**src/rtl/pc_target_unit.sv**
```systemverilog
// Fetch-stage program counter with a run-time writable branch-target table.
// Taken branches jump to an entry (absolute) or add it as a signed offset (relative).
module pc_target_unit #(
  parameter int             D        = 12,
  parameter int             A        = 3,
  parameter logic [D-1:0]   START_PC = '0
) (
  input  logic         Clk,
  input  logic         Reset,
  input  logic         stall,
  input  logic         branch,
  input  logic         abs_mode,
  input  logic [A-1:0] how_high,
  input  logic         wr_en,
  input  logic [A-1:0] wr_addr,
  input  logic [D-1:0] wr_data,
  output logic [D-1:0] prog_ctr,
  output logic [D-1:0] target,
  output logic         wrap
);

  localparam int DEPTH = 2 ** A;

  logic [D-1:0] tbl_q [DEPTH];
  logic [D-1:0] pc_q;
  logic [D-1:0] pc_d;
  logic         wrap_q;
  logic         wrap_d;
  logic [D-1:0] target_s;
  logic [D:0]   sum_s;

  // Table read; a same-cycle write to the selected entry is forwarded.
  always_comb begin
    target_s = tbl_q[how_high];
    if (wr_en && (wr_addr == how_high)) begin
      target_s = wr_data;
    end else begin
      target_s = tbl_q[how_high];
    end
  end

  // Next PC selection; sum_s carries one extra bit whose value is the wrap flag.
  always_comb begin
    pc_d   = pc_q;
    wrap_d = 1'b0;
    sum_s  = '0;
    if (stall) begin
      pc_d   = pc_q;
      wrap_d = 1'b0;
    end else if (branch && abs_mode) begin
      pc_d   = target_s;
      wrap_d = 1'b0;
    end else if (branch) begin
      sum_s  = {1'b0, pc_q} + {target_s[D-1], target_s};
      pc_d   = sum_s[D-1:0];
      wrap_d = sum_s[D];
    end else begin
      sum_s  = {1'b0, pc_q} + {{D{1'b0}}, 1'b1};
      pc_d   = sum_s[D-1:0];
      wrap_d = sum_s[D];
    end
  end

  // PC and wrap-pulse registers.
  always_ff @(posedge Clk or posedge Reset) begin
    if (Reset) begin
      pc_q   <= START_PC;
      wrap_q <= 1'b0;
    end else begin
      pc_q   <= pc_d;
      wrap_q <= wrap_d;
    end
  end

  // Target table storage; writes proceed regardless of stall or branch.
  always_ff @(posedge Clk or posedge Reset) begin
    if (Reset) begin
      for (int i = 0; i < DEPTH; i++) begin
        tbl_q[i] <= '0;
      end
    end else if (wr_en) begin
      tbl_q[wr_addr] <= wr_data;
    end else begin
      tbl_q[wr_addr] <= tbl_q[wr_addr];
    end
  end

  assign prog_ctr = pc_q;
  assign wrap     = wrap_q;
  assign target   = target_s;

endmodule

```
**config.mk**
```make
export PLATFORM = sky130hd
export DESIGN_NAME = pc_target_unit
export DESIGN_NICKNAME = d
export VERILOG_FILES = /design/src/rtl/pc_target_unit.sv
export SDC_FILE = /design/constraint.sdc
export NUM_CORES = 1
export LEC_CHECK = 0
export BUFFER_PORTS_ARGS = -buffer_cell sky130_fd_sc_hd__buf_2
export CAP_MARGIN = 20
export CORE_MARGIN = 5
export CORE_UTILIZATION = 53
export CTS_CLUSTER_DIAMETER = 50
export CTS_CLUSTER_SIZE = 24
export DETAILED_ROUTE_END_ITERATION = 8
export GPL_TIMING_DRIVEN = 0
export PLACE_DENSITY = 0.72
export SLEW_MARGIN = 20
export SYNTH_ARGS = -nofsm -noshare
export SYNTH_HDL_FRONTEND = slang
export SYNTH_SLANG_ARGS = --single-unit
export TNS_END_PERCENT = 10
```
**constraint.sdc**
```tcl
create_clock -name Clk -period 4.1 [get_ports Clk]
set_input_delay 0.82 -clock Clk [delete_from_list [all_inputs] [get_ports Clk]]
set_output_delay 0.82 -clock Clk [all_outputs]
set_load 0.02 [all_outputs]
```
## Yosys cells after proc, flatten, opt, wreduce, memory -nomap -nowiden

Cells that the tools add are included.

| cells by class | value |
|---|---|
| $add $sub $neg | 2 |
| magnitude comparators | 3 |
| eq/ne operators | 1 |
| mux-type cells | 17 |
| bitwise operators | 2 |
| reduce and logical (&&, ||, !) cells | 3 |

Operators with widths:

| cell | number |
|---|---|
| 96-bit bitwise mux | 2 |
| 12-bit 2-to-1 mux | 8 |
| 96-bit 2-to-1 mux | 1 |
| 12-bit binary-select mux with 3-bit select | 2 |
| 12-bit demux with 3-bit select | 1 |
| 12-bit by 1-bit adder with 13-bit output, second input constant | 1 |
| 12-bit by 13-bit adder with 13-bit output | 1 |
| 4-bit greater-or-equal comparator, second input constant | 2 |
| 3-bit NOT with 4-bit output | 2 |
| 4-bit by 1-bit < comparator with 1-bit output, second input constant | 1 |
| 3-bit equality test | 1 |
| 1-bit logical AND | 3 |
| 1-bit 2-to-1 mux | 3 |

| storage, ports and cells | value |
|---|---|
| bits in registers | 109 |
| input port bits | 24 |
| output and inout port bits | 25 |
| logic and storage cells | 38 |

## Depth between registers and ports, before layout

| depth | value |
|---|---|
| depth after elaboration | 9 |
| depth in mapped cells | 14 |
| depth with buffers taken out | 11 |

## Worst setup path before layout

OpenSTA, ideal clock, no wires.

| timing | value |
|---|---|
| path type | input to register |
| start | input port how_high[0] |
| end | register wrap_q, in the netlist wrap |
| setup time | 0.082 ns |
| arrival time | 3.653 ns |
| data required time | 4.018 ns |
| slack | 0.365 ns |
| cell stages on the path | 12 |
| buffers on the path | 2 |
| cells stage by stage | buf_6 > buf_4 > mux4_2 > mux2i_1 > a21oi_1 > ha_1 > fa_1 > a21oi_1 > o221a_2 > o211ai_1 > a211o_1 > a31oi_1 |

| between the ends | value |
|---|---|
| longest elaborated chain between the ends | 9 |
| elaborated cells on any way between the ends | 11 |
| those cells by class | add/sub (1); eq/ne (1); mux (7); bitwise (1); reduce/logical (1) |

RTL lines:

| element | RTL line | text |
|---|---|---|
| start, declared | 13 | `input logic [A-1:0] how_high,` |
| 3-bit NOT with 4-bit output (not written as such) | 38 | `target_s = tbl_q[how_high];` |
| 12-bit binary-select mux with 3-bit select | 38 |  |
| 12-bit 2-to-1 mux (not written as such) (2 in series) | 38 |  |
| 12-bit 2-to-1 mux * | 35 | `if (wr_en && (wr_addr == how_high)) begin` |
| net target[0] | 18 | `output logic [D-1:0] target,` |
| 12-bit by 13-bit adder with 13-bit output * | 54 | `sum_s = {1'b0, pc_q} + {target_s[D-1], target_s};` |
| 1-bit 2-to-1 mux * | 53 | `end else if (branch) begin` |
| 1-bit 2-to-1 mux * | 50 | `end else if (branch && abs_mode) begin` |
| 1-bit 2-to-1 mux * | 47 | `if (stall) begin` |
| net wrap_d | 28 | `logic wrap_d;` |
| end signal, assigned | 71 | `wrap_q <= wrap_d;` |
| end, declared | 27 | `logic wrap_q;` |

Mark *: on every way through the listed nets, which the timed path passes. The rest lies on a longest branch. The select of a mux whose other input is x is not followed.
A chain may end at the register's enable or synchronous reset.

## Worst setup path in the final report

| timing | value |
|---|---|
| start | input port wr_addr[1] |
| end | register pc_q[10], in the netlist prog_ctr[10] |

| between the ends | value |
|---|---|
| longest elaborated chain between the ends | 6 |

RTL lines:

| element | RTL line | text |
|---|---|---|
| start, declared | 15 | `input logic [A-1:0] wr_addr,` |
| 3-bit equality test * | 35 |  |
| 1-bit logical AND * | 35 |  |
| 12-bit 2-to-1 mux * | 35 |  |
| 12-bit by 13-bit adder with 13-bit output | 54 |  |
| 12-bit 2-to-1 mux | 53 |  |
| 12-bit 2-to-1 mux * | 50 |  |
| end signal, assigned | 70 | `pc_q <= pc_d;` |
| end, declared | 25 | `logic [D-1:0] pc_q;` |

Every way passes the cells marked *; elsewhere a longest branch is shown, timed or not.

==> impl.org <==
** Run status
- The run finished with clean final reports.

** Cells and area
- In the final layout, the share of cells above drive strength 1 is 17.9%.
- After routing the design area is 7370 sq um.
- FILL cells :: between 1000 and 1500
- Number of nets in the layout :: 774
- Area delta synth->final :: 11.5%
- Cells fill around three fifths of the core in the end.
- The repair_antennas step left the layout with diodes totalling 0.
- Non-Filler Instances :: slightly above 900

** Critical path
- Cell repeated most along the worst path :: buf_2
- On the critical path, the stage with the largest delay is an instance of a21oi_1.
- In this run the worst setup path begins at wr_addr[1].
- Required time reported for the critical path endpoint :: 4.33 ns
- CP endpoint kind :: flop
- Launch instance of the worst register-to-register path :: tbl_q[49]
- Kind of critical path :: in -> reg
- Max FO, Critical Path :: 10
- Crit path launch type :: input pin
- Buffer and inverter count on the worst path :: 4
- Critical path's top delay family :: compound AO/OA/AOI/OAI gates
- For this run, the slowest stage of the critical path takes around 0.36 ns.
- The signal on the critical path passes through buf_2 -> buf_2 -> xnor2_1 -> nand4_1 -> clkbuf_4 -> buf_2 -> a21oi_1 -> ha_1 -> fa_1 -> a21oi_2 -> o221a_2 -> o21ai_0 -> mux2i_1 -> a21oi_1.
- Data arrival at the endpoint of the critical path :: 4.17 ns

** Clock tree
- TritonCTS built the clock tree.
- In this run the number of H-tree levels came out at 3.
- The number of hold buffers added after CTS was 0.
- For this design, the sink count on the clock tree is between 100 and 150.
- After clock tree synthesis, the clock-pin slew on the worst setup and hold paths is roughly 0.07 ns.
- Clock tree synthesis inserted a total of 9 buffers.
- Buffers added to address setup during post-CTS repair amount to 0.
- The clock passes through at most 2 buffers.
- The number of gates resized after CTS was 0.
- Library cell used as clock root buffer :: clkbuf_16
- The clock reaches the later pin of the worst-skew pair after between 0.3 and 0.4 ns.

** Power
- Pwr/cell area :: ~550 nW/um^2
- Psw :: ~1.6 mW
- Post-layout total power :: 4.09 mW
- Switch share :: just under 40%
- Per report_power, the clock group accounts for 22.7% of the total.
- The internal portion of the total power is around 2.5 mW.
- Max IR drop VDD :: about 350 uV
- Leak pwr :: between 3 and 4 nW
- Combinational logic burns 38.9% of the power.
- The share of total power dissipated in sequential elements is between 30% and 40%.

** Detailed routing
- Before antenna repair, the detailed router went through 6 iterations.
- After detailed routing, the average wire length per cell comes to approximately 24 um.
- Dividing the detail-routed via count by the number of cells gives between 6 and 7.
- ANT nets after route :: 0
- The routed design has 22000 um of wire.
- The first routing iteration left around 880 violations.
- In the routed design, unresolved DRC markers number 0.
- Detailed routing inserted a total of 6153 vias.

** Place
- Before CTS, the worst setup slack after placement is -0.239 ns.
- Instance area at placement :: roughly 7000 sq um
- In this run the tool buffered the top-level ports with around 40 buffer cells.
- Gp weighted congestion :: 0.935
- After legalization and detailed placement, the total HPWL measured ~15000 um.
- Once placement completed, the tool counted placed cells totaling ~890.

** STA
- Final worst hold slack :: ~0.50 ns
- In the post-route analysis, the smallest setup slack over all paths is 0.167 ns.
- Setup violations remaining at the end of the flow were counted as 0.
- Relative slew slack :: approximately two fifths
- At the pin with the least slew margin, the transition time is slightly above 0.9 ns.
- Counting I/O delays and the setup requirement, the final critical path takes between 3 and 4 ns.
- Highest achievable clock rate :: ~250 MHz
- Setup repair after global routing missed its margin :: false
- Across the routed clock network, the largest skew measured is 0.0159 ns.
- The final max-slew violation count was 0.
- The total count of hold-check failures in the final report came to 0.
- After routing, the total negative slack on setup checks comes to 0 ns.
- Part of the cycle the worst path needs :: between 90 and 100%

** Global routing
- Overall routing resource usage :: about 30%
- Summed over all layers, the global routing overflow is 0.
- The initial antenna violation count came to 0.
- The first global-routing pass estimated approximately 34000 um of wire.
- Largest net degree at the start of global routing :: 59
- The via count of the first global-routing pass was 5999.

** Synthesis
- Number of enable flip-flop cells after synthesis :: 0
- After synthesis, the share of flip-flops with an asynchronous set or reset is between 90% and 100%.
- Post-Syn Area per Cell :: a little under 10 sq um
- Post-synthesis net count :: between 700 and 800
- In the synthesized netlist the dominant register cell turns out to be dfrtp_1.
- After synthesis, the cell types taking the most area are dfrtp_1 (41%), o21ai_0 (8.9%), mux4_2 (8.5%), nand2_1 (6.2%), mux2_2 (3.7%).
- Post-Syn Area :: roughly 6600 sq um
- In this run, distinct cell masters in the synthesized netlist total 57.
- Largest area contributor in the synthesized netlist :: dfrtp_1
- After synthesis the netlist holds a flip-flop and latch count of 109.
- Seq/Total Area, Yosys :: about two fifths
- The Yosys step of the flow raised 0 warnings.
- The top cell type by area accounts for about two fifths of the synthesized area.
- Post-synthesis cell count :: a little under 700

** Floorplan
- The die covers roughly 15000 sq um.
- Total core area :: between 10000 and 15000 sq um
- Initial Util :: roughly 55%
- In this run the count of I/O pins placed on the die edge is just under 50.
- Die Width :: around 120 um
- Vertical extent of the die :: approximately 120 um
- The floorplan has 40 rows.

** Run
- The tool flagged a number of max-cap violations equal to 0.

** Min path
- Worst min-delay path category :: in -> async
==> final cells by class <==
type | instances | area (sq um) | share of cell area, %
clock buffers | 10 | 239 | 3.24
inverters | 17 | 68.8 | 0.933
repair buffers | 42 | 233 | 3.16
plain buffers | 48 | 228 | 3.09
clock inverters | 6 | 68.8 | 0.933
multi-input cells | 509 | 3600 | 48.8
well taps | 168 | 210 | 2.85
flip-flops and latches | 109 | 2730 | 37.0
==> cell usage in the layout, fill, tap and decap left out, types with 4 or more instances in the layout <==
master     synthesis  final
nand2_1          109    109
nor2_1            36     36
and3_1             4      4
nand4_1            5      5
nand2b_1           4      4
mux2_2            22     22
o22ai_1            9      9
o21ai_0          117    117
a21oi_1           23     22
a31oi_1            8      8
clkbuf_1          28     27
o221ai_1           5      5
a221oi_1          16     16
a221o_1            4      4
nor2b_1            9      9
ha_1              13     13
dfrtp_1          109    109
xnor2_1            7      7
nor3_1             5      5
inv_1             17     16
mux4_2            25     25
o211ai_1           5      5
buf_2             14     54
mux2i_1           18     18
clkbuf_16          0      9
mux4_1             5      5
nand3_1           16     16
==> power by group through the flow <==
| stage | registers [mW] | logic (mW) | clock network [mW] |
|---|---|---|---|
| floorplan | 1.56 | 1.10 | 0 |
| global placement | 1.56 | 1.49 | 0 |
| detailed placement | 1.58 | 1.55 | 0 |
| CTS | 1.56 | 1.56 | 0.924 |
| global route | 1.60 | 1.74 | 0.968 |
| finish | 1.57 | 1.59 | 0.927 |
==> metal layers <==
| layer | GRT usage, % | vias up | part of all wire [%] |
|---|---|---|---|
| met4 | 11.4 | 0 | 3.7 |
| met1 | 44.1 | 3027 | 41 |
| met5 | 0 | - | 0 |
| li1 | - | 2626 | - |
| met2 | 44.0 | 430 | 44 |
| met3 | 8.08 | 70 | 12 |
==> cells by family (layout without fill, tap and decap cells) <==
kind of cell	Yosys count	count (layout)	synth area share (%)
AOI/OAI and AO/OA	216	216	20.1
and+or+nand+nor	198	198	13.0
DFF	109	109	41.3
muxes	71	71	17.2
buffers and inverters	65	123	4.35
adders and majority gates	14	14	2.76
xor gates and xnor gates	10	10	1.33
==> synthesized netlist by cell type, types with 7 or more instances <==
cell type,number
a21oi_1,23
a221oi_1,16
a31oi_1,8
buf_2,14
clkbuf_1,28
dfrtp_1,109
ha_1,13
inv_1,17
mux2_2,22
mux2i_1,18
mux4_2,25
nand2_1,109
nand3_1,16
nor2_1,36
nor2b_1,9
o21ai_0,117
o22ai_1,9
xnor2_1,7
==> worst register-to-register path, delay by kind of cell (launching register included) <==
kind	cells	cell delay (ns)
compound gates	4	1.22
fa+ha+maj	1	0.29
flops	1	0.42
mux	3	1.08
simple gates	1	0.14
==> final timing paths <==
check | depth (start not counted) | slack (ns) | to
max | 14 | 0.17 | prog_ctr[10]
min | 2 | 0.50 | tbl_q[28]
max reg2reg | 9 | 0.89 | prog_ctr[11]
min reg2reg | 2 | 0.51 | tbl_q[0]
max in group asynchronous | 3 | 2.95 | tbl_q[47]
min in group Clk | 2 | 0.51 | tbl_q[0]
==> sequential cells by signal, summed over array words and instances, names as in the netlist <==
signal    flops
prog_ctr     12
wrap          1
tbl_q        96
Note: power is estimated with default switching activity, not from simulation.
